**config.mk**
```make
export PLATFORM = sky130hd
export DESIGN_NAME = pdn_rail_sequencer
export DESIGN_NICKNAME = d
export VERILOG_FILES = /design/src/rtl/pdn_seq_pkg.sv /design/src/rtl/pdn_seq_timer.sv /design/src/rtl/pdn_rail_sequencer.sv
export SDC_FILE = /design/constraint.sdc
export NUM_CORES = 1
export LEC_CHECK = 0
export ABC_AREA = 1
export CAP_MARGIN = 10
export CORE_AREA = 8 8 68 70
export DETAILED_ROUTE_END_ITERATION = 7
export DIE_AREA = 0 0 76 78
export PLACE_DENSITY = 0.92
export SYNTH_ARGS = -nofsm -noshare
export SYNTH_HDL_FRONTEND = slang
export SYNTH_SLANG_ARGS = --single-unit
```
**constraint.sdc**
```tcl
create_clock -name clk -period 7.1 [get_ports clk]
set_input_delay 1.42 -clock clk [delete_from_list [all_inputs] [get_ports clk]]
set_output_delay 1.42 -clock clk [all_outputs]
set_load 0.02 [all_outputs]
```
**src/rtl/pdn_seq_pkg.sv**
```systemverilog
// pdn_seq_pkg
// Shared definitions for the power-delivery rail sequencer.
// Contents:
//   DEFAULT_NUM_RAILS / DEFAULT_SETTLE_CYCLES / DEFAULT_TIMEOUT_CYCLES
//     - default parameter values used by pdn_rail_sequencer
//   FAULT_RAIL_W - width of the fault_rail report port
//   seq_state_e  - sequencer FSM states
package pdn_seq_pkg;

  localparam int DEFAULT_NUM_RAILS      = 6;
  localparam int DEFAULT_SETTLE_CYCLES  = 16;
  localparam int DEFAULT_TIMEOUT_CYCLES = 255;
  localparam int FAULT_RAIL_W           = 3;

  typedef enum logic [2:0] {
    ST_OFF,
    ST_RAMP_UP,
    ST_SETTLE,
    ST_ON,
    ST_RAMP_DOWN,
    ST_FAULT
  } seq_state_e;

endpackage

```
**src/rtl/pdn_seq_timer.sv**
```systemverilog
// pdn_seq_timer
// Load / decrement / expire down-counter used by the rail sequencer for both
// the settle delay and the power-good timeouts.
// Ports:
//   clk      - clock
//   rst_n    - asynchronous active-low reset, clears the count
//   load     - load load_val this cycle (takes priority over counting)
//   load_val - value to load
//   expired  - high while the count sits at zero
module pdn_seq_timer
  import pdn_seq_pkg::*;
#(
  parameter int WIDTH = 8
) (
  input  logic             clk,
  input  logic             rst_n,
  input  logic             load,
  input  logic [WIDTH-1:0] load_val,
  output logic             expired
);

  logic [WIDTH-1:0] count;

  // Counter register: a load always wins, otherwise count down and stick at
  // zero so that "expired" stays asserted until the next load.
  always_ff @(posedge clk or negedge rst_n) begin
    if (!rst_n) begin
      count <= '0;
    end else if (load) begin
      count <= load_val;
    end else if (count != '0) begin
      count <= count - WIDTH'(1);
    end
  end

  assign expired = (count == '0);

endmodule

```
**src/rtl/pdn_rail_sequencer.sv**
```systemverilog
// pdn_rail_sequencer
// Powers a set of supply rails up in order 0..NUM_RAILS-1 (waiting for each
// power-good plus a settle delay) and down in reverse order, with timeout and
// power-good-drop fault detection.
// Ports:
//   clk        - clock (single domain)
//   rst_n      - asynchronous active-low reset
//   pwr_req    - level request, 1 = power up, 0 = power down
//   rail_pg    - per-rail power-good, synchronous to clk
//   rail_en    - per-rail enable (registered)
//   pwr_ok     - all rails up and settled (registered)
//   busy       - sequencing in progress (registered)
//   fault      - sticky fault flag, cleared by dropping pwr_req (registered)
//   fault_rail - rail index that caused the last fault (registered)
module pdn_rail_sequencer
  import pdn_seq_pkg::*;
#(
  parameter int NUM_RAILS      = DEFAULT_NUM_RAILS,
  parameter int SETTLE_CYCLES  = DEFAULT_SETTLE_CYCLES,
  parameter int TIMEOUT_CYCLES = DEFAULT_TIMEOUT_CYCLES
) (
  input  logic                    clk,
  input  logic                    rst_n,
  input  logic                    pwr_req,
  input  logic [NUM_RAILS-1:0]    rail_pg,
  output logic [NUM_RAILS-1:0]    rail_en,
  output logic                    pwr_ok,
  output logic                    busy,
  output logic                    fault,
  output logic [FAULT_RAIL_W-1:0] fault_rail
);

  localparam int IDX_W    = (NUM_RAILS > 1) ? $clog2(NUM_RAILS) : 1;
  localparam int MAX_WAIT = (SETTLE_CYCLES > TIMEOUT_CYCLES) ? SETTLE_CYCLES : TIMEOUT_CYCLES;
  localparam int TMR_W    = (MAX_WAIT > 0) ? $clog2(MAX_WAIT + 1) : 1;

  localparam logic [IDX_W-1:0] LAST_IDX    = IDX_W'(NUM_RAILS - 1);
  localparam logic [TMR_W-1:0] SETTLE_LOAD = TMR_W'(SETTLE_CYCLES);
  localparam logic [TMR_W-1:0] TIMEOUT_LOAD =
    (TIMEOUT_CYCLES > 0) ? TMR_W'(TIMEOUT_CYCLES - 1) : '0;

  seq_state_e              state;
  seq_state_e              state_nx;
  logic [IDX_W-1:0]        idx;
  logic [IDX_W-1:0]        idx_nx;
  logic [FAULT_RAIL_W-1:0] fault_rail_nx;
  logic [FAULT_RAIL_W-1:0] idx_rail;
  logic [NUM_RAILS-1:0]    rail_en_nx;
  logic                    drop_found;
  logic [FAULT_RAIL_W-1:0] drop_rail;
  logic                    tmr_load;
  logic [TMR_W-1:0]        tmr_val;
  logic                    tmr_expired;

  assign idx_rail = FAULT_RAIL_W'(idx);

  // The timeout timer is loaded with TIMEOUT_CYCLES-1 and expiry is judged on
  // the sampled count, so the fault is taken on the TIMEOUT_CYCLES-th cycle
  // spent waiting. The settle load of SETTLE_CYCLES makes the next enable
  // rise SETTLE_CYCLES+1 cycles after power-good was first seen.
  pdn_seq_timer #(
    .WIDTH(TMR_W)
  ) u_timer (
    .clk      (clk),
    .rst_n    (rst_n),
    .load     (tmr_load),
    .load_val (tmr_val),
    .expired  (tmr_expired)
  );

  // Find the lowest rail at or below idx whose power-good is low. Scanning
  // from the top down lets the lowest hit overwrite any higher one.
  always_comb begin
    drop_found = 1'b0;
    drop_rail  = '0;
    for (int k = NUM_RAILS - 1; k >= 0; k--) begin
      if ((k <= int'(idx)) && !rail_pg[k]) begin
        drop_found = 1'b1;
        drop_rail  = FAULT_RAIL_W'(k);
      end
    end
  end

  // Next-state logic. Within each state the checks are ordered fault first,
  // then request removal, then normal power-good progress, so simultaneous
  // events resolve in that priority.
  always_comb begin
    state_nx      = state;
    idx_nx        = idx;
    fault_rail_nx = fault_rail;
    case (state)
      ST_OFF: begin
        if (pwr_req) begin
          state_nx = ST_RAMP_UP;
          idx_nx   = '0;
        end
      end
      ST_RAMP_UP: begin
        if (tmr_expired && !rail_pg[idx]) begin
          state_nx      = ST_FAULT;
          fault_rail_nx = idx_rail;
        end else if (!pwr_req) begin
          state_nx = ST_RAMP_DOWN;
        end else if (rail_pg[idx]) begin
          state_nx = ST_SETTLE;
        end
      end
      ST_SETTLE: begin
        if (drop_found) begin
          state_nx      = ST_FAULT;
          fault_rail_nx = drop_rail;
        end else if (!pwr_req) begin
          state_nx = ST_RAMP_DOWN;
        end else if (tmr_expired) begin
          if (idx == LAST_IDX) begin
            state_nx = ST_ON;
          end else begin
            state_nx = ST_RAMP_UP;
            idx_nx   = idx + IDX_W'(1);
          end
        end
      end
      ST_ON: begin
        if (drop_found) begin
          state_nx      = ST_FAULT;
          fault_rail_nx = drop_rail;
        end else if (!pwr_req) begin
          state_nx = ST_RAMP_DOWN;
        end
      end
      ST_RAMP_DOWN: begin
        if (tmr_expired && rail_pg[idx]) begin
          state_nx      = ST_FAULT;
          fault_rail_nx = idx_rail;
        end else if (!rail_pg[idx]) begin
          if (idx == '0) begin
            state_nx = ST_OFF;
          end else begin
            idx_nx = idx - IDX_W'(1);
          end
        end
      end
      ST_FAULT: begin
        if (!pwr_req) begin
          state_nx = ST_OFF;
        end
      end
      default: begin
        state_nx = ST_OFF;
      end
    endcase
  end

  // Enables follow directly from where the FSM is heading: rails up to idx
  // while ramping up or settling, all rails when on, and only the rails below
  // idx while ramping down (rail idx is the one being switched off).
  always_comb begin
    rail_en_nx = '0;
    for (int k = 0; k < NUM_RAILS; k++) begin
      case (state_nx)
        ST_RAMP_UP, ST_SETTLE: rail_en_nx[k] = (k <= int'(idx_nx));
        ST_ON:                 rail_en_nx[k] = 1'b1;
        ST_RAMP_DOWN:          rail_en_nx[k] = (k < int'(idx_nx));
        default:               rail_en_nx[k] = 1'b0;
      endcase
    end
  end

  // Timer reload on any change of state or rail index, with the value that
  // suits the state being entered.
  always_comb begin
    tmr_load = (state_nx != state) || (idx_nx != idx);
    case (state_nx)
      ST_SETTLE:                tmr_val = SETTLE_LOAD;
      ST_RAMP_UP, ST_RAMP_DOWN: tmr_val = TIMEOUT_LOAD;
      default:                  tmr_val = '0;
    endcase
  end

  // State and output registers. Outputs are decoded from next-state values
  // so that they are flop outputs yet line up with the state they describe.
  always_ff @(posedge clk or negedge rst_n) begin
    if (!rst_n) begin
      state      <= ST_OFF;
      idx        <= '0;
      rail_en    <= '0;
      pwr_ok     <= 1'b0;
      busy       <= 1'b0;
      fault      <= 1'b0;
      fault_rail <= '0;
    end else begin
      state      <= state_nx;
      idx        <= idx_nx;
      rail_en    <= rail_en_nx;
      pwr_ok     <= (state_nx == ST_ON);
      busy       <= (state_nx == ST_RAMP_UP) || (state_nx == ST_SETTLE) ||
                    (state_nx == ST_RAMP_DOWN);
      fault      <= (state_nx == ST_FAULT);
      fault_rail <= fault_rail_nx;
    end
  end

endmodule

```
---- Word level (Yosys, flattened, before mapping) ----
Index checks and enable logic that the tools add are counted.
word-level totals
  flip-flop bits (word level) ............. 26
  logic and storage cells ................. 122
  input bits .............................. 9
  output and inout bits ................... 12
cells by class
  mux-type cells .......................... 51
  magnitude comparators ................... 17
  add/sub/neg operators ................... 3
  reductions and logical operators ........ 27
  equal/unequal tests ..................... 16
operators with widths
  cell                 number
  $mux 3               30
  $pmux 3 s3           2
  $pmux 3 s6           1
  $mux 8               2
  $pmux 8 s2           1
  $eq 3x3->1 const B   5
  $pmux 1 s3           5
  $eq 3x2->1 const B   4
  $le 2x3->1 const A   4
  $le 3x3->1 const A   4
  $logic_not 8->1      1
  $reduce_bool 8->1    1
  $sub 8x1->8 const B  1
  $logic_and 1x1->1    7
  $mux 1               7
  $eq 3x1->1 const B   2
  $le 1x3->1 const A   2
  $logic_not 1->1      6
  $logic_not 3->1      2
  $lt 1x3->1 const A   2
  $lt 2x3->1 const A   2
  $lt 3x3->1 const A   2
  $ne 3x3->1           2
  $reduce_or 2->1      3
  other kinds (13)     16

---- Longest topological paths before layout ----
Gate-level depths: netlist (run 1).
  word-level depth ........................ 14
  gate-level depth with buffers ........... 20
  mapped depth without buffers ............ 20

---- By module ----
Synthesis (run 1) repeated with hierarchy kept, for this count alone.
unflattened totals
  cells, all modules ...................... 366
  area total of the unflattened synthesis .. 2449.8 sq um
modules (own cells, without submodules)
  module              instances  sequential area each (sq um)  area each (sq um)  cells each
  pdn_rail_sequencer  1          450.4                         1936.9             295
  pdn_seq_timer       1          200.2                         513.0              71

---- Least setup slack after synthesis (run 1) ----
Ideal clock, no wire load.
  path type ............................... input to register
  start point ............................. input rail_pg[5]
  end point ............................... register u_timer.count[1]
  arrival time ............................ 2.882 ns
  stages on the path ...................... 15
  path buffers ............................ 0
  setup time .............................. 0.117 ns
  setup slack ............................. 4.101 ns
  required time ........................... 6.983 ns
  cells stage by stage .................... inv_1 nand2_1 nor2_1 a21oi_2 nand3_1 nand2_2 nand3_4 nand2_2 nand2_2 nor3_4 nand2_2 nand2_4 nand2_2 nand2_1 nand2_1
on the way
  longest elaborated chain between the ends .. 14
  elaborated cells on any way between the ends .. 35
  classes of those cells .................. 5 x eq/ne; 22 x mux; 8 x reduce/logical
ends and longest elaborated chain
  item                                             RTL line                                              RTL
  start, declared                                  pdn_rail_sequencer.sv:25                              input logic [NUM_RAILS-1:0] rail_pg,
  $logic_not 1->1                                  pdn_rail_sequencer.sv:77                              if ((k <= int'(idx)) && !rail_pg[k]) begin
  $logic_and 1x1->1                                pdn_rail_sequencer.sv:77
  $mux 1 (6 in series)                             pdn_rail_sequencer.sv:77
  $mux 3, on equally long branches                 pdn_rail_sequencer.sv:124, pdn_rail_sequencer.sv:109
  $pmux 3 s6 (*)                                   pdn_rail_sequencer.sv:91                              case (state)
  via state_nx[0]                                  pdn_rail_sequencer.sv:43                              seq_state_e state_nx;
  $eq 3x1->1 / $eq 3x3->1 (equally long branches)  pdn_rail_sequencer.sv:173                             case (state_nx)
  $reduce_or 2->1                                  pdn_rail_sequencer.sv:173
  $pmux 8 s2                                       pdn_rail_sequencer.sv:173
  $mux 8                                           pdn_seq_timer.sv:29                                   end else if (load) begin
  end signal, assigned                             pdn_seq_timer.sv:30                                   count <= load_val;
  end signal, assigned                             pdn_seq_timer.sv:32                                   count <= count - WIDTH'(1);
  end, declared                                    pdn_seq_timer.sv:22                                   logic [WIDTH-1:0] count;
The timed path passes the listed nets; every way through them passes the cells marked *. The select of a mux whose other input is x is not followed.
A chain may end at the register's enable or synchronous reset.

---- Worst setup path in the final report (run 1) ----
  start point ............................. input rail_pg[5]
  end point ............................... register u_timer.count[1]
on the way
  longest elaborated chain between the ends .. 14
  elaborated cells on any way between the ends .. 35
  classes of those cells .................. 5 x eq/ne; 22 x mux; 8 x reduce/logical
ends and longest elaborated chain
  item                                             RTL line
  $logic_not 1->1                                  pdn_rail_sequencer.sv:77
  $logic_and 1x1->1                                pdn_rail_sequencer.sv:77
  $mux 1 (6 in series)                             pdn_rail_sequencer.sv:77
  $mux 3, on equally long branches                 pdn_rail_sequencer.sv:124, pdn_rail_sequencer.sv:109
  $pmux 3 s6                                       pdn_rail_sequencer.sv:91
  $eq 3x1->1 / $eq 3x3->1 (equally long branches)  pdn_rail_sequencer.sv:173
  $reduce_or 2->1                                  pdn_rail_sequencer.sv:173
  $pmux 8 s2                                       pdn_rail_sequencer.sv:173
  $mux 8                                           pdn_seq_timer.sv:29
Parallel ways exist; a longest one is shown, timed or not. The select of a mux whose other input is x is not followed.

==> impl_results.md, run 1 <==
- Post-DRT Antenna Nets: 0
- Max cap viols: 0
- CTS tree: yes
- DRC Markers: 0
- DR vias/cell: approximately 5.7
- CP max FO: 8
- Port buffer count: 20
- Crit-path most repeated cell: nand2_1
- CTS Sinks: 26
- # resized after CTS: 0
- 1st-iter DRT viols: ~220
- Worst EP required: about 7.3 ns
- Final Wtd Congestion: slightly above 1
- Final cycle utilization of the critical path: 0.4911
- Outcome: finished clean
- Remaining Overflow, GRT: 0
- Initial Util: 0.5955
- Vias post-DR: 2182
- Period minus WS final: roughly 3.5 ns
- Hold path depth: 2
- Final setup violation count: 0
- Synth warn: 0
- Post-CTS setup buffers: 0
- Synth area leader: dfrtp_1
- Yosys reg bits: 26
- Crit path DAT: roughly 3.7 ns
- H-tree level count: 1
- Area grow syn2layout: 13.55%
- Startpoint Class: input port
- Clk_skew: between 0.007 and 0.008 ns
- DP HPWL: 4099 um
- Hold_sp: fault_rail[2]
- Peak VDD IR: slightly above 0.4 mV
- Slew HR: 0.6496
- Core area: about 0.0036 mm2
- GRT Total Usage: 0.1795
- Routed len/inst: 13.71 um
- Diodes inserted: 0
- Fin. Hold Viols: 0
- Distinct cells, synth: 29
- Dpl ws: 3.319 ns
- Crit-path max cell delay: between 0.4 and 0.5 ns
- Top cells by area, synth: dfrtp_1, nand2_1, nand3_1
- Worst path cell trace: clkdlybuf4s50_1, inv_1, nand2_1, nor2_1, a21oi_2, nand2_2, o21ai_0, nand2_1, o21ai_1, nand3_1, nor2_4, nand2_2, nand2_4, nand2_2, nand2_1, nand2_1
- FMAX: between 200 and 300 MHz
- Initial antenna violation count: 0
- R2R depth: 18
- Root buffer cell: clkbuf_4
- Clk slew on worst S/H paths: around 0.15 ns
- Largest net degree at the start of global routing: 27
- R2r startpoint: idx[0]
- DIE HEIGHT: slightly below 80 um
- CP Capture Type: register
- Ports: 21
- Clk_lat worst skew: roughly 0.34 ns
- Fraction of post-synthesis cell area in the top cell type by area: 0.3077
- Setup TNS: 0 ns
- PD cells: 512.4 mW/mm2
- Post-Syn Area: 0.002115 mm2
- First-pass GRT wire length: 9052 um
- Syn avg cell area: around 6.7 um2
- Share of cells above drive strength 1: 0.1065
- Static Leak: around 1.3 nW
- Clock Path Buffers: 2
- Synth Net Count: around 330
- Hold crit path type: register to register
- Worst-margin pin slew: between 0.5 and 0.6 ns
- CTS Hold Bufs: 0
- Die area: roughly 0.006 mm2
- Final Slew Violations: 0
- Total CTS buffers: 3
- Vias in the first global route: slightly above 2000
- Sequential share of the synthesized area: 0.3077
- Rows: 22
- DRT Pass-1 Iters: 5
- # nets final: approximately 350
- Die Span X: between 70 and 80 um
- Crit path from: rail_pg[5]
- Setup ws final: around 3.6 ns
- Total Wirelength: 5291 um
- Cell count after synthesis: ~320
- Max stage delay cell, worst path: clkdlybuf4s50_1
- RSZ-0062 raised after global routing: false
- WS Path Type: input port to register
stage by stage:
stage	util	instance area [um2]	instances	hold WS, ns	total power [mW]
6_report	0.6762	2401	386	0.5041	1.230
5_1_grt	0.6762	2401	386	0.5523	1.351
4_1_cts	0.6762	2401	386	0.5092	1.217
3_5_place_dp	0.6614	2349	382	0.4737	1.109
3_3_place_gp	0.6614	2349	382	0.4650	1.093
2_1_floorplan	-	2115	316	0.4714	0.9154
routing by layer:
metal	global-route usage	part of all wire
met5	0	0
met4	0.05490	0.012
met3	0.03456	0.10
met2	0.3111	0.47
met1	0.2192	0.41
cells by family after synthesis:
kind of cell,Yosys count,share of synthesized area
compound gates,41,0.1053
simple gates,192,0.4385
fa+ha+maj,6,0.03550
buf+inv,46,0.09230
flops,26,0.3077
xor+xnor,5,0.02071
cell type report:
class / instances / area (um2)
clock buffer: 3 / 22.52
fill: 309 / 1150
timing repair buffer: 21 / 207.7
multi-input combinational: 244 / 1269
tap: 48 / 60.06
inverter: 43 / 161.4
clock inverter: 1 / 30.03
sequential: 26 / 650.6
worst paths after layout:
path / end / slack [ns]
hold reg to reg: fault_rail[2] / 0.50
hold / removal: fault_rail[2] / 0.50
setup reg to reg: u_timer.count[1] / 3.82
setup / recovery: u_timer.count[1] / 3.61
min in group asynchronous: u_timer.count[0] / 1.42
max in group asynchronous: rail_en[5] / 5.43
sequential cells by signal, summed over array words and instances (netlist names):
| name | flops |
|---|---|
| u_timer.count | 8 |
| rail_en | 6 |
| fault_rail | 3 |
| idx | 3 |
| state | 3 |
| busy | 1 |
| fault | 1 |
| pwr_ok | 1 |
Yosys cell counts:
master     n
a31oi_1    2
nor3_4     1
nand2_2   12
inv_1     40
o31ai_1    1
nand3_4    1
xor2_1     2
or2_2      1
nand2_1   85
nor2_1    34
o32ai_1    1
nand4_1    9
inv_2      3
o21ai_0   15
a21oi_2    1
a21boi_0   1
o21ai_1    6
buf_6      3
nand2_4    1
dfrtp_1   26
nor3_1     2
nor2_4     5
xnor2_1    3
nand3_1   35
nand3_2    5
o211ai_1   1
ha_1       6
nor2_2     1
a21oi_1   13
cells in the final DEF (no fill, tap or decap), types with 6 or more instances in the layout:
cell and count:
ha_1 6, o21ai_1 6, nand3_1 35, nor2_1 34, dfrtp_1 26, inv_1 40
o21ai_0 15, clkdlybuf4s50_1 20, a21oi_1 13, nand2_2 12, nand4_1 9, nand2_1 85
report_power, final:
part | leakage, nW | switching (mW) | internal (mW)
clock network | 0.0279 | 0.0484 | 0.0572
registers | 0.334 | 0.0676 | 0.215
logic | 0.896 | 0.551 | 0.291
worst max-delay path, delay by kind of cell:
| family | cells | cell delay (ns) |
|---|---|---|
| AO/OA/AOI/OAI | 3 | 0.68 |
| buffers and inverters | 2 | 0.51 |
| AND/OR/NAND/NOR | 11 | 1.14 |
Power figures use the tool's default switching activity.
==> run 2, diff against run 1 <==
--- a/config.mk
+++ b/config.mk
@@ -7,10 +7,10 @@
 export LEC_CHECK = 0
 export ABC_AREA = 1
 export CAP_MARGIN = 10
-export CORE_AREA = 8 8 68 70
+export CORE_AREA = 8 8 73 75
 export DETAILED_ROUTE_END_ITERATION = 7
-export DIE_AREA = 0 0 76 78
-export PLACE_DENSITY = 0.92
+export DIE_AREA = 0 0 81 83
+export PLACE_DENSITY = 0.84
 export SYNTH_ARGS = -nofsm -noshare
 export SYNTH_HDL_FRONTEND = slang
 export SYNTH_SLANG_ARGS = --single-unit
==> constraint.sdc (replaced) <==
create_clock -name clk -period 2.9 [get_ports clk]
set_input_delay 0.58 -clock clk [delete_from_list [all_inputs] [get_ports clk]]
set_output_delay 0.58 -clock clk [all_outputs]
set_load 0.02 [all_outputs]
==> impl_results.md, run 2 (synthesis gave the netlist of run 1 again) <==
- CP Capture Type: register
- Core area: 0.004204 mm2 (+18%)
- DIE HEIGHT: 83 um (+6.4%)
- CTS Hold Bufs: 0 (unchanged)
- Final cycle utilization of the critical path: 0.9159
- Startpoint Class: register
- Worst path cell trace: buf_4, ha_1, nor2_2, nand2_1, nand2_2, nand2_2, nor2_4, nand2_2, o21ai_0, nand2_1, o21ai_1, nand3_1, nor2_4, nand2_2, nand2_4, nand2_2, nand2_1, nand2_1
- Clock Path Buffers: 2 (unchanged)
- Worst-margin pin slew: 0.5447 ns (+0.01921 ns)
- Static Leak: 1.328 nW (+5.7%)
- DRT Pass-1 Iters: 8 (+3)
- Peak VDD IR: 0.8092 mV (+97%)
- 1st-iter DRT viols: 225 (+3.2%)
- Setup TNS: 0 ns (unchanged)
- Clk_lat worst skew: 0.27 ns (-0.07 ns)
- Total Wirelength: 5361 um (+1.3%)
- Crit-path max cell delay: 0.41 ns (-0.05 ns)
- Comb pwr share: 0.705 (+0.020)
- DP HPWL: 3970 um (-3.1%)
- Clk slew on worst S/H paths: 0.10 ns (-0.05 ns)
- Violated checks: design-rule violations
- Top Registers: u_timer.count (8), rail_en (6)
- Share of cells above drive strength 1: 0.1453 (+0.03879)
- Crit path max-delay family: simple AND/OR/NAND/NOR gates
- Vias in the first global route: 2056 (-0.58%)
- DRC Markers: 1 (+1)
- Root buffer cell: clkbuf_8
- Area grow syn2layout: 19.41%
- Fin. Hold Viols: 0 (unchanged)
- Final setup violation count: 0 (unchanged)
- Total CTS buffers: 3 (unchanged)
- Die Span X: 81 um (+6.6%)
- Worst EP required: 3.08 ns (-4.26 ns)
- Largest net degree at the start of global routing: 27 (unchanged)
- WS Path Type: register to register
- Hold crit path type: register to register
- Rows: 24 (+9.1%)
- Largest Register: u_timer.count
- Seq pwr share: 0.201 (-0.029)
- Sw Pwr: 1.654 mW (+150%)
- M1 wire length: 2517 um (+15%)
- CTS Sinks: 26 (unchanged)
- Top layer in use: met4
- Die area: 0.006723 mm2 (+13%)
- Outcome: finished with violations
- Area of placed instances: 0.002429 mm2 (+3.4%)
- Max cap viols: 0 (unchanged)
- Final Wtd Congestion: 0.9191 (-8.6%)
- Post-DRT Antenna Nets: 0 (unchanged)
- Final Instance Area: 0.002525 mm2 (+5.2%)
- RSZ-0062 raised after global routing: false
- Commonest non-fill, non-tap cell in the layout: nand2_1
- Switching power share of the total: 0.5140 (-0.02834)
- CP Buf/Inv Count: 1 (-1)
- DR vias/cell: 5.400 (-4.5%)
- Fillers: 410 (+33%)
- Vias post-DR: 2176 (-0.27%)
- # nets final: 367 (+3.7%)
- Ports: 21 (unchanged)
- Final Slew Violations: 0 (unchanged)
- Met2 WL: 2456 um (-1.2%)
- FMAX: approximately 380 MHz
- Slew HR: 0.6368 (-0.01281)
- Clk_skew: 0.007296 ns (-0.0003232 ns)
- Initial antenna violation count: 0 (unchanged)
- Max stage delay cell, worst path: dfrtp_1
- Internal power: 1.565 mW (+180%)
- Crit path DAT: 2.83 ns (-0.90 ns)
- First-pass GRT wire length: 8949 um (-1.1%)
- Period minus WS final: ~2.7 ns
- Remaining Overflow, GRT: 0 (unchanged)
- Largest register FFs: 8 (unchanged)
- Clk pwr share: 0.094 (+0.008)
- GRT Total Usage: 0.1599 (-0.01960)
- PD cells: 1275 mW/mm2 (+150%)
- Met3 WL: 301 um (-46%)
- CP max FO: 9 (+1)
- Diodes inserted: 0 (unchanged)
- Routed len/inst: 13.30 um (-3.0%)
- Port buffer count: 20 (unchanged)
- Crit-path most repeated cell: nand2_2
- H-tree level count: 1 (unchanged)
- Most frequent cells in the layout: nand2_1, inv_1, nand3_1
- Initial Util: 0.5030 (-0.09251)
- CTS tree: yes
-- run 2: layout make-up --
class,count,area [um2],area share
Clock inverter,1,30.03,0.01189
Inverter,43,161.4,0.06392
Sequential cell,26,650.6,0.2577
Multi-Input combinational cell,244,1271,0.5035
Timing Repair Buffer,34,305.3,0.1209
Tap cell,52,65.06,0.02577
Clock buffer,3,41.29,0.01635
-- run 2: worst paths after layout --
kind,start,endpoint,slack [ns],cells after the start
min in group asynchronous,rst_n,u_timer.count[3],0.66,2
worst max-delay path,idx[0],u_timer.count[1],0.24,18
worst max register to register,idx[0],u_timer.count[1],0.24,18
worst min register to register,fault_rail[2],fault_rail[2],0.50,2
worst min-delay path,fault_rail[2],fault_rail[2],0.50,2
max in group asynchronous,rst_n,idx[1],1.97,2
-- run 2: worst min-delay path, cell delays in order (launching register included) --
cell	delay, ns
dfrtp_1	0.36
nand2_1	0.06
nand2_1	0.06
-- run 2: layer usage --
metal | GRT usage | vias up
li1 | - | 1088
met1 | 0.2187 | 990
met2 | 0.2489 | 90
met3 | 0.02586 | 8
met4 | 0.04715 | 0
met5 | 0 | -
-- run 2: power groups by stage --
stage | Combinational (mW) | Clock, mW | Sequential (mW)
2_1_floorplan | 1.54 | 0 | 0.704
3_3_place_gp | 2.11 | 0 | 0.646
3_5_place_dp | 2.14 | 0 | 0.649
4_1_cts | 2.16 | 0.307 | 0.643
5_1_grt | 2.53 | 0.323 | 0.671
6_report | 2.27 | 0.303 | 0.646
-- run 2: timing repair --
item                                    4_1_cts  5_1_grt
setup buffers                                 0        3
endpoints found under the setup margin        0       10
gates resized for setup                       0        2
-- run 2: per-stage QoR --
stage | hold WS, ns | power [mW] | std cells | util | setup WS (ns)
6_report | 0.5028 | 3.219 | 403 | 0.6006 | 0.2438
3_5_place_dp | 0.4894 | 2.788 | 396 | 0.5777 | 0.06120
3_3_place_gp | 0.4633 | 2.760 | 396 | 0.5777 | 0.08095
2_1_floorplan | 0.2844 | 2.241 | 316 | - | 0.4307
4_1_cts | 0.5147 | 3.106 | 400 | 0.5946 | 0.2196
5_1_grt | 0.5514 | 3.519 | 403 | 0.6006 | 0.02895
==> run 3, diff against run 2 <==
--- a/config.mk
+++ b/config.mk
@@ -11,6 +11,7 @@
 export DETAILED_ROUTE_END_ITERATION = 7
 export DIE_AREA = 0 0 81 83
 export PLACE_DENSITY = 0.84
+export SETUP_SLACK_MARGIN = 0.15
 export SYNTH_ARGS = -nofsm -noshare
 export SYNTH_HDL_FRONTEND = slang
 export SYNTH_SLANG_ARGS = --single-unit
==> impl_results.md, run 3 (synthesis gave the netlist of run 1 again) <==
- Area grow syn2layout: 23.91%
- Hold crit path type: register to register
- H-tree level count: 1 (unchanged)
- Crit path DAT: 2.82 ns (about the same)
- Total Wirelength: 5682 um (+6.0%)
- Root buffer cell: clkbuf_8
- 1st-iter DRT viols: 297 (+32%)
- First-pass GRT wire length: 8949 um (unchanged)
- Commonest non-fill, non-tap cell in the layout: nand2_1
- DP HPWL: 3970 um (unchanged)
- DR vias/cell: 5.462 (+1.2%)
- Most frequent cells in the layout: nand2_1, inv_1, nand3_1
- Clk_lat worst skew: 0.27 ns (about the same)
- Final Slew Violations: 0 (unchanged)
- Final setup violation count: 0 (unchanged)
- Largest register FFs: 8 (unchanged)
- Vias post-DR: 2223 (+2.2%)
- Static Leak: 1.367 nW (+2.9%)
- Largest Register: u_timer.count
- Setup TNS: 0 ns (unchanged)
- GRT Total Usage: 0.1599 (unchanged)
- Diodes inserted: 0 (unchanged)
- Outcome: finished clean
- Initial antenna violation count: 0 (unchanged)
- Clk_skew: 0.004788 ns (-0.002508 ns)
- CP max FO: 5 (-4)
- CTS Hold Bufs: 0 (unchanged)
- Top Registers: u_timer.count (8), rail_en (6)
- Remaining Overflow, GRT: 0 (unchanged)
- Design Power: 3.397 mW (+5.5%)
- Worst-margin pin slew: 0.5737 ns (+0.02900 ns)
- Period minus WS final: 2.612 ns (-0.04416 ns)
- Die area: 0.006723 mm2 (unchanged)
- CTS tree: yes
- Fillers: 387 (-5.6%)
- Final cycle utilization of the critical path: 0.9007 (-0.01523)
- Dpl ws: 0.06120 ns (unchanged)
- Rows: 24 (unchanged)
- Max cap viols: 0 (unchanged)
- Peak VDD IR: 0.8295 mV (+2.5%)
- CTS Sinks: 26 (unchanged)
- # nets final: 371 (+1.1%)
- CP Capture Type: register
- RSZ-0062 raised after global routing: true
- Final Wtd Congestion: 0.9191 (unchanged)
- Ports: 21 (unchanged)
- DRC Markers: 0 (-1)
- Fin. Hold Viols: 0 (unchanged)
- WS Path Type: input port to register
- PD cells: 1297 mW/mm2 (+1.7%)
- Total CTS buffers: 3 (unchanged)
- Die Span X: 81 um (unchanged)
- Clk slew on worst S/H paths: 0.09 ns (about the same)
- Post-Route Utilization: 0.6232 (+0.02262)
- Slew HR: 0.6175 (-0.01933)
- Post-DRT Antenna Nets: 0 (unchanged)
- Core area: 0.004204 mm2 (unchanged)
- DRT Pass-1 Iters: 5 (-3)
- Share of cells above drive strength 1: 0.1831 (+0.03780)
- Routed len/inst: 13.96 um (+4.9%)
- Vias in the first global route: 2056 (unchanged)
- DIE HEIGHT: 83 um (unchanged)
- Worst EP required: 3.11 ns (+0.03 ns)
- Largest net degree at the start of global routing: 27 (unchanged)
- Startpoint Class: input port
- Port buffer count: 20 (unchanged)
- Setup ws final: 0.2879 ns (+0.04416 ns)
- Clock Path Buffers: 2 (unchanged)
- FMAX: 382.8 MHz (+1.7%)
- Initial Util: 0.5030 (unchanged)
==> run 3: critical path, cell delays in order <==
cell and delay, ns:
clkdlybuf4s50_1 0.46, inv_1 0.05, nand2_1 0.07, nor2_1 0.05, a21oi_2 0.22, buf_4 0.18
nand3_1 0.09, nand2_1 0.07, nand3_1 0.09, nand4_1 0.09, nand2_1 0.09, nor3_4 0.33
buf_6 0.17, nand3_1 0.11, a21oi_2 0.16
==> run 3: timing repair <==
item	CTS	global route
endpoints found under the setup margin	0	15
setup buffers	0	7
resized for setup	0	20
==> run 3: worst paths after layout <==
check | from | end | slack [ns] | depth (start not counted)
min in group asynchronous | rst_n | u_timer.count[3] | 0.67 | 2
max reg2reg | idx[0] | u_timer.count[1] | 0.30 | 18
min reg2reg | fault_rail[2] | fault_rail[2] | 0.50 | 2
max in group asynchronous | rst_n | idx[1] | 1.97 | 2
min | fault_rail[2] | fault_rail[2] | 0.50 | 2
max | rail_pg[5] | u_timer.count[2] | 0.29 | 15
==> run 3: power by group <==
part,internal [mW],switching [mW]
logic,0.938,1.51
registers,0.528,0.122
clock network,0.185,0.118
==> run 3: per-layer routing <==
layer	wire [um]	vias up	GRT usage
met5	0	-	0
met4	93	0	0.04715
li1	-	1093	-
met1	2561	1017	0.2187
met3	373	10	0.02586
met2	2653	103	0.2489
==> run 3: area by class of cell <==
class | count | area [um2] | area share
flip-flops and latches | 26 | 650.6 | 0.2483
inverters | 43 | 163.9 | 0.06256
well taps | 52 | 65.06 | 0.02483
clock buffers | 3 | 41.29 | 0.01576
multi-input cells | 244 | 1314 | 0.5014
repair buffers | 38 | 355.3 | 0.1356
clock inverters | 1 | 30.03 | 0.01146
==> run 3: through the flow <==
step	hold WS, ns	cells	area (um2)
5_1_grt	0.5523	407	2620
2_1_floorplan	0.2844	316	2115
6_report	0.5020	407	2620
3_3_place_gp	0.4633	396	2429
3_5_place_dp	0.4894	396	2429
4_1_cts	0.5147	400	2500
